## src/rtl/mem_ctrl_pkg.sv

```systemverilog
// Shared definitions for the mct request interface: size codes, FSM encodings, owner codes.
package mem_ctrl_pkg;

  localparam logic [1:0] MCT_CU_BYTE = 2'd0;
  localparam logic [1:0] MCT_CU_HALF = 2'd1;
  localparam logic [1:0] MCT_CU_WORD = 2'd3;

  typedef logic [1:0] state_t;

  localparam state_t ST_IDLE  = 2'd0;
  localparam state_t ST_READ  = 2'd1;
  localparam state_t ST_WRITE = 2'd2;
  localparam state_t ST_DONE  = 2'd3;

  localparam logic OWN_IF = 1'b0;
  localparam logic OWN_MM = 1'b1;

  // Byte count for a size code; the reserved code 2 falls out as 3 bytes.
  function automatic logic [2:0] cu_bytes(input logic [1:0] cu);
    return {1'b0, cu} + 3'd1;
  endfunction

endpackage

```

## src/rtl/mct_arb.sv

```systemverilog
// Two-way fixed-priority arbiter for the mct interface; MM wins over IF.
module mct_arb (
  input  logic en,
  input  logic if_req,
  input  logic mm_req,
  output logic if_gnt,
  output logic mm_gnt
);

  assign mm_gnt = en & mm_req;
  assign if_gnt = en & if_req & ~mm_req;

endmodule

```

## src/rtl/mem_ctrl.sv

```systemverilog
// Memory controller: arbitrates IF/MM requests and serialises them onto a byte-wide
// synchronous RAM, little-endian. Assumes RAM_AW < ADDR_W.
module mem_ctrl
  import mem_ctrl_pkg::*;
#(
  parameter int unsigned ADDR_W = 32,
  parameter int unsigned RAM_AW = 17
) (
  input  logic              clk,
  input  logic              rst,
  input  logic              if_mct_e,
  input  logic [ADDR_W-1:0] if_mct_a,
  output logic [31:0]       if_mct_n_o,
  output logic              if_mct_ok,
  input  logic              mm_mct_e,
  input  logic              mm_mct_wr,
  input  logic [1:0]        mm_mct_cu,
  input  logic [ADDR_W-1:0] mm_mct_a,
  input  logic [31:0]       mm_mct_n_i,
  output logic [31:0]       mm_mct_n_o,
  output logic              mm_mct_ok,
  input  logic [7:0]        ram_din,
  output logic [7:0]        ram_dout,
  output logic [RAM_AW-1:0] ram_a,
  output logic              ram_wr
);

  state_t            state_q, state_d;
  logic [2:0]        cnt_q, cnt_d;
  logic [2:0]        n_q, n_d;
  logic [ADDR_W-1:0] base_q, base_d;
  logic [31:0]       wdata_q, wdata_d;
  logic [31:0]       rdata_q, rdata_d;
  logic              owner_q, owner_d;
  logic              if_ok_q, if_ok_d;
  logic              mm_ok_q, mm_ok_d;
  logic              if_gnt, mm_gnt;
  logic [ADDR_W-1:0] addr_sum;
  logic              unused_sum_hi;

  mct_arb u_arb (
    .en     (state_q == ST_IDLE),
    .if_req (if_mct_e),
    .mm_req (mm_mct_e),
    .if_gnt (if_gnt),
    .mm_gnt (mm_gnt)
  );

  always_comb begin
    state_d = state_q;
    cnt_d   = cnt_q;
    n_d     = n_q;
    base_d  = base_q;
    wdata_d = wdata_q;
    rdata_d = rdata_q;
    owner_d = owner_q;
    case (state_q)
      ST_IDLE: begin
        if (mm_gnt) begin
          owner_d = OWN_MM;
          base_d  = mm_mct_a;
          wdata_d = mm_mct_n_i;
          n_d     = cu_bytes(mm_mct_cu);
          state_d = mm_mct_wr ? ST_WRITE : ST_READ;
        end else if (if_gnt) begin
          owner_d = OWN_IF;
          base_d  = if_mct_a;
          wdata_d = '0;
          n_d     = cu_bytes(MCT_CU_WORD);
          state_d = ST_READ;
        end
        if (mm_gnt || if_gnt) begin
          cnt_d   = '0;
          rdata_d = '0;
        end
      end
      ST_READ: begin
        // IF may flush its fetch at any point; the partial word is simply dropped.
        if (owner_q == OWN_IF && !if_mct_e) begin
          state_d = ST_IDLE;
        end else begin
          // RAM data lags its address by one cycle, so byte cnt-1 arrives now.
          case (cnt_q)
            3'd1:    rdata_d[7:0]   = ram_din;
            3'd2:    rdata_d[15:8]  = ram_din;
            3'd3:    rdata_d[23:16] = ram_din;
            3'd4:    rdata_d[31:24] = ram_din;
            default: ;
          endcase
          cnt_d = cnt_q + 3'd1;
          if (cnt_q == n_q) state_d = ST_DONE;
        end
      end
      ST_WRITE: begin
        cnt_d = cnt_q + 3'd1;
        if (cnt_q == n_q - 3'd1) state_d = ST_DONE;
      end
      default: state_d = ST_IDLE;
    endcase
  end

  assign if_ok_d = (state_d == ST_DONE) && (state_q != ST_DONE) && (owner_d == OWN_IF);
  assign mm_ok_d = (state_d == ST_DONE) && (state_q != ST_DONE) && (owner_d == OWN_MM);

  always_ff @(posedge clk or posedge rst) begin
    if (rst) begin
      state_q <= ST_IDLE;
      cnt_q   <= '0;
      n_q     <= '0;
      base_q  <= '0;
      wdata_q <= '0;
      rdata_q <= '0;
      owner_q <= OWN_IF;
      if_ok_q <= 1'b0;
      mm_ok_q <= 1'b0;
    end else begin
      state_q <= state_d;
      cnt_q   <= cnt_d;
      n_q     <= n_d;
      base_q  <= base_d;
      wdata_q <= wdata_d;
      rdata_q <= rdata_d;
      owner_q <= owner_d;
      if_ok_q <= if_ok_d;
      mm_ok_q <= mm_ok_d;
    end
  end

  // Wrap at 2^ADDR_W first, then keep only the RAM-visible bits.
  assign addr_sum      = base_q + ADDR_W'(cnt_q);
  assign unused_sum_hi = ^addr_sum[ADDR_W-1:RAM_AW];

  always_comb begin
    ram_a    = '0;
    ram_dout = '0;
    ram_wr   = 1'b0;
    if (state_q == ST_WRITE) begin
      ram_wr   = 1'b1;
      ram_a    = addr_sum[RAM_AW-1:0];
      ram_dout = wdata_q[{cnt_q[1:0], 3'b000} +: 8];
    end else if (state_q == ST_READ && cnt_q < n_q) begin
      ram_a = addr_sum[RAM_AW-1:0];
    end
  end

  assign if_mct_ok  = if_ok_q;
  assign mm_mct_ok  = mm_ok_q;
  assign if_mct_n_o = if_ok_q ? rdata_q : 32'd0;
  assign mm_mct_n_o = mm_ok_q ? rdata_q : 32'd0;

endmodule

```

## config.mk

```make
export PLATFORM = sky130hd
export DESIGN_NAME = mem_ctrl
export DESIGN_NICKNAME = d
export VERILOG_FILES = /design/src/rtl/mem_ctrl_pkg.sv /design/src/rtl/mct_arb.sv /design/src/rtl/mem_ctrl.sv
export SDC_FILE = /design/constraint.sdc
export NUM_CORES = 1
export LEC_CHECK = 0
export BUFFER_PORTS_ARGS = -buffer_cell sky130_fd_sc_hd__clkbuf_2
export CAP_MARGIN = 5
export CORE_ASPECT_RATIO = 0.8
export CORE_MARGIN = 8
export CORE_UTILIZATION = 46
export DETAILED_ROUTE_END_ITERATION = 16
export GPL_ROUTABILITY_DRIVEN = 0
export PLACE_DENSITY = 0.76
export REMOVE_ABC_BUFFERS = 1
export SETUP_SLACK_MARGIN = 0.4
export SLEW_MARGIN = 20
export SYNTH_ARGS = -nofsm -noshare
export SYNTH_HDL_FRONTEND = slang
export SYNTH_SLANG_ARGS = --single-unit
```

## constraint.sdc

```tcl
create_clock -name clk -period 3.2 [get_ports clk]
set_clock_uncertainty 0.15 [all_clocks]
set_input_delay 0.32 -clock clk [delete_from_list [all_inputs] [get_ports clk]]
set_output_delay 0.32 -clock clk [all_outputs]
set_load 0.01 [all_outputs]
```

# Word-level counts from Yosys, hierarchy flattened
# Cells that the tools add are included.
[word_totals]
ram_bits = 0
latch_bits = 0
romBits = 0
ff_bits = 92
in_bits = 111
out_inout_bits = 92
wordCells = 89
mem_count = 0
[classes]
n_addsub = 4
eq_ne = 16
mux = 32
n_mul = 0
div = 0
n_bitwise = 6
reduce_logical = 17
shifts = 1
order_cmp = 1
[ops]
columns = ["cell", "n"]
rows = [
  ["32-bit two-way mux", 6],
  ["17-bit two-way mux", 4],
  ["32-bit case mux with 2 select lines", 1],
  ["8-bit two-way mux", 5],
  ["32-bit by 6-bit variable part select with 8-bit output", 1],
  ["17-bit by 3-bit adder with 17-bit output", 1],
  ["4-bit AND reduction", 4],
  ["2-bit two-way mux", 6],
  ["3-bit two-way mux", 4],
  ["3-bit case mux with 3 select lines", 1],
  ["2-bit by 1-bit != test with 1-bit output (second input constant)", 4],
  ["3-bit by 2-bit == test with 1-bit output (second input constant)", 2],
  ["3-bit == test", 2],
  ["2-bit != test (second input constant)", 3],
  ["2-bit case mux with 3 select lines", 1],
  ["1-bit logical AND", 5],
  ["2-bit == test (second input constant)", 2],
  ["1-bit two-way mux", 4],
  ["2-bit nonzero test", 2],
  ["2-bit by 1-bit adder with 3-bit output (second input constant)", 1],
  ["3-bit by 1-bit adder with 3-bit output (second input constant)", 1],
  ["1-bit bitwise AND", 3],
  ["3-bit by 1-bit == test with 1-bit output (second input constant)", 1],
  ["3-bit == test (second input constant)", 1],
  ["10 further kinds", 12],
]

# Depth between registers and ports, before layout
[depth]
ltp_word = 9
mapped_depth = 8
depth_no_buf = 7

# Hierarchy
# From an unflattened synthesis, not the netlist that was laid out.
[hier_totals]
cells_unflattened = 468
hier_area_um2 = 5092.4
[modules_own_cells]
columns = ["mod", "area_per_inst_um2", "seq_area_each_um2", "instances", "cells_each"]
rows = [
  ["mem_ctrl", 5076.1, 2302.2, 1, 466],
  ["mct_arb", 16.3, 0.0, 1, 2],
]

# Least setup slack after synthesis
# No wires, ideal clock.
[synth_path]
path_kind = "reg2out"
from = "register cnt_q[1]"
to = "output port ram_a[14]"
n_path_buf = 1
required_time_ps = 2730
arrival_time_ps = 2360
stages_incl_launch_ff = 8
slack_ps = 370
cell_sequence = "dfrtp_1 -> clkbuf_1 -> inv_1 -> fa_1 -> nor2b_1 -> o21ai_1 -> or4_1 -> a21oi_1"
[synth_between]
elab_chain_cells = 4
word_cells_on_any_way = 5
classes_between = "add/sub (1); order compare (1); mux (2); reduce/logical (1)"
[synth_lines]
columns = ["item", "line", "source"]
rows = [
  ["start, declared", "mem_ctrl.sv:29", "logic [2:0] cnt_q, cnt_d;"],
  ["start signal, assigned", "mem_ctrl.sv:118", "cnt_q <= cnt_d;"],
  ["parallel branches: the longest is 3 deep, another holds 17-bit by 3-bit adder with 17-bit output", "n/a", ""],
  ["17-bit two-way mux *", "mem_ctrl.sv:137", "if (state_q == ST_WRITE) begin"],
  ["end, declared", "mem_ctrl.sv:24", "output logic [RAM_AW-1:0] ram_a,"],
]
# Mark *: on every way between the ends.

# Worst setup path after layout
[layout_path]
from = "register base_q[0]"
to = "output port ram_a[14]"
[layout_between]
elab_chain_cells = 3
[layout_lines]
columns = ["item", "line", "source"]
rows = [
  ["start, declared", "mem_ctrl.sv:31", "logic [ADDR_W-1:0] base_q, base_d;"],
  ["start signal, assigned", "mem_ctrl.sv:120", "base_q <= base_d;"],
  ["17-bit by 3-bit adder with 17-bit output *", "mem_ctrl.sv:130", "assign addr_sum = base_q + ADDR_W'(cnt_q);"],
  ["17-bit two-way mux", "mem_ctrl.sv:141", "end else if (state_q == ST_READ && cnt_q < n_q) begin"],
  ["17-bit two-way mux *", "mem_ctrl.sv:137", ""],
]
# Mark *: on every way between the ends. The rest lies on a longest branch, timed or not.

==> impl_metrics.json <==
{
  "dp_hpwl_microns": 10200,
  "nets": 785,
  "reg2reg_slack_ns": 0.93,
  "via_per_inst": 5.44,
  "yosys.area.top_type_share_pct": 45.2,
  "io_pins": 203,
  "synthMostInstantiatedCell": "dfrtp_1",
  "endpoint_kind": "output port",
  "rsz0062_at_grt": "true",
  "hold_path_class": "in -> reg",
  "via_count": 4379,
  "synth_edf_count": 0,
  "cellLeakagePower_uw": 0.00329,
  "cts_buffers": 9,
  "critPathLaunchType": "flop",
  "post-route-util_pct": 59.8,
  "hold_viol_final": 0,
  "fp.dieW_microns": 134,
  "num_rows": 34,
  "synth_area_leaders": "dfrtp_1, a22o_1, and2_1",
  "setup_violations": 0,
  "track_usage_pct": 19.1,
  "cpMaxStageDelayCell": "or4_1",
  "cp_max_fo": 9,
  "p_comb_share_pct": 43.0,
  "core_area_sq_um": 10800,
  "clkSinkCount": 92,
  "cap_violations": 0,
  "fp.dieH_microns": 110,
  "cp.arrival_ns": 2.34,
  "max_stage_delay_ns": 0.43,
  "htree_levels": 3,
  "crit_chain": "ha_2 -> inv_1 -> fa_2 -> nor2b_4 -> o21ai_4 -> or4_1 -> a21oi_2 -> clkbuf_2",
  "power_density_nw_per_um2": 827,
  "slew_violations": 0,
  "diodes": 0,
  "synthDistinctLibCells": 54,
  "synthArstFlopShare_pct": 100,
  "r2r_start": "state_q[1]",
  "crit_path_end": "ram_a[14]",
  "yosysTopAreaCell": "dfrtp_1",
  "min_period_over_period_pct": 87.9,
  "yosys-top-cells-count": "dfrtp_1, and2_1, a22o_1",
  "grt_pass1_wl_microns": 23100,
  "clock_latency_ns": 0.34,
  "first_pass_iters": 4,
  "grt_overflow": 0,
  "r2r_end": "rdata_q[6]",
  "worst_pin_slew_ns": 0.813,
  "final.min_clock_period_ns": 2.81,
  "ys.warnings.count": 0,
  "critPathRequiredTime_ns": 2.73,
  "grt_max_degree": 93,
  "synthFlopType": "dfrtp_1",
  "startpoint": "base_q[0]",
  "wl_per_cell_microns": 17.5,
  "max_slew_margin_pct": 45.8,
  "dieArea_sq_um": 14700,
  "clkSlewWorstSetupHoldPaths_ns": 0.06,
  "fmax_ghz": 0.356,
  "p_seq_share_pct": 37.3,
  "initial_core_util_pct": 46.9,
  "cts_buffer_depth": 2,
  "syn_avg_cell_area_sq_um": 10.4,
  "drive_above_1_share_pct": 35.6,
  "grt_pass1_vias": 4665,
  "portBuffers": 172,
  "intPower_uw": 3230,
  "cts.root.buffer_cell": "clkbuf_16",
  "drt_iter0_markers": 232,
  "numPlacedInstances": 779,
  "antenna_found_initial": 0,
  "drt_wl_total_microns": 14100,
  "ys_ff_latch": 92,
  "synthCells": 491,
  "syn-cell-area_sq_um": 5090,
  "finalNonFillerCells": 805,
  "clockPowerShare_pct": 19.7,
  "area_growth_pct": 27.4,
  "cts_tree": "yes",
  "power_switching_share_pct": 39.8,
  "drtAntennaViolNets": 0,
  "max-vdd-ir-drop_v": 0.000385,
  "fin_tns_setup_ns": 0,
  "ys_seq_area_share_pct": 45.2,
  "status": "finished clean",
  "drc": 0,
  "path_class": "reg -> out",
  "p_switching_uw": 2140,
  "reg2reg_depth": 6
}
==> worst max-delay path, delay by kind of cell, from the launching register on <==
| kind | cells | cell delay [ns] |
|---|---|---|
| simple gates | 2 | 0.60 |
| fa+ha+maj | 2 | 0.58 |
| flops | 1 | 0.36 |
| compound gates | 2 | 0.27 |
| buf+inv | 2 | 0.21 |
==> cells in the final DEF (no fill, tap or decap), types with 2 or more instances in the layout <==
cell       count
o21ai_0       31
xor2_1         4
buf_2          2
mux2i_1       15
clkinv_2       3
o221ai_1       2
ha_1          14
or2_2          2
mux4_2         8
a21o_1         2
nand2b_1       4
buf_4         14
o21ai_4        2
xnor2_1        6
ha_2           2
and3b_1        3
inv_1         14
and2_1        74
nor3_1         2
or3_1          4
or2_1          2
dfrtp_1       91
a22o_1        65
nand4_1        3
clkinv_4       2
nand3_1        5
o211ai_1       2
o31ai_1        5
nand2_1       30
clkbuf_2     170
nor2_1        13
a21oi_2        4
nor2b_1        8
a21oi_1       12
clkbuf_16      9
==> cell type report <==
cell class	count	area (sq um)
clock inverters	6	65.1
clock buffers	10	229
multi-input cells	349	2640
flip-flops and latches	92	2300
inverters	15	57.6
well taps	144	180
repair buffers	189	1010
fillers	916	4360
==> power groups by stage <==
stage	combinational [uW]	clock [uW]	sequential (uW)
2_1_floorplan	1520	0	1910
3_3_place_gp	2110	0	1970
3_5_place_dp	2210	0	2010
4_1_cts	2290	1080	1990
5_1_grt	2560	1130	2070
6_report	2310	1060	2000
==> per-layer routing <==
layer / global-route usage, % / part of all wire [%] / routed length [microns] / vias up
met2: 32.2 / 48 / 6700 / 164
met4: 5.76 / 0.89 / 125 / 0
met1: 23.5 / 43 / 6120 / 2115
met3: 5.75 / 8.2 / 1150 / 12
li1: - / - / - / 2088
met5: 0 / 0 / 0 / -
==> cells by family after synthesis <==
kind of cell,share of synthesized area (%)
AND/OR/NAND/NOR,18.7
flip-flops,45.2
XOR/XNOR,1.72
AO/OA/AOI/OAI,19.0
buffers and inverters,4.30
adder cells (fa/ha/maj),4.57
multiplexers,6.49
==> through the flow <==
step	total power [uW]	hold WS (ns)	cell area [sq um]	setup WS [ns]
2_1_floorplan	3430	0.282	4930	-1.21
3_3_place_gp	4080	0.291	6050	0.592
3_5_place_dp	4220	0.299	6050	0.502
4_1_cts	5360	0.0353	6420	0.402
5_1_grt	5760	0.0382	6490	0.307
6_report	5370	0.0427	6490	0.387
==> flip-flops by register name, summed over array words and instances (netlist names) <==
register,count
rdata_q,32
wdata_q,32
base_q,17
cnt_q,3
n_q,3
state_q,2
if_mct_ok,1
mm_mct_ok,1
owner_q,1
==> repair_timing <==
item                                    in CTS  in global routing
setup buffers                                4                  5
pin swaps                                    1                  5
gates resized for setup                     11                  7
hold buffers                                 1                  0
endpoints found under the hold margin       92                  0
endpoints found under the setup margin       6                 11
==> how the worst min path moves through the flow <==
stage                     cells after the start           to           start
after floorplan                               1       n_q[0]    mm_mct_cu[0]
after global placement                        3  wdata_q[20]             rst
after detailed placement                      3  wdata_q[28]             rst
after CTS                                     2  wdata_q[25]  mm_mct_n_i[25]
after global routing                          2  wdata_q[10]  mm_mct_n_i[10]
final                                         2  wdata_q[22]  mm_mct_n_i[22]
Note: power is estimated with default switching activity, not from simulation.
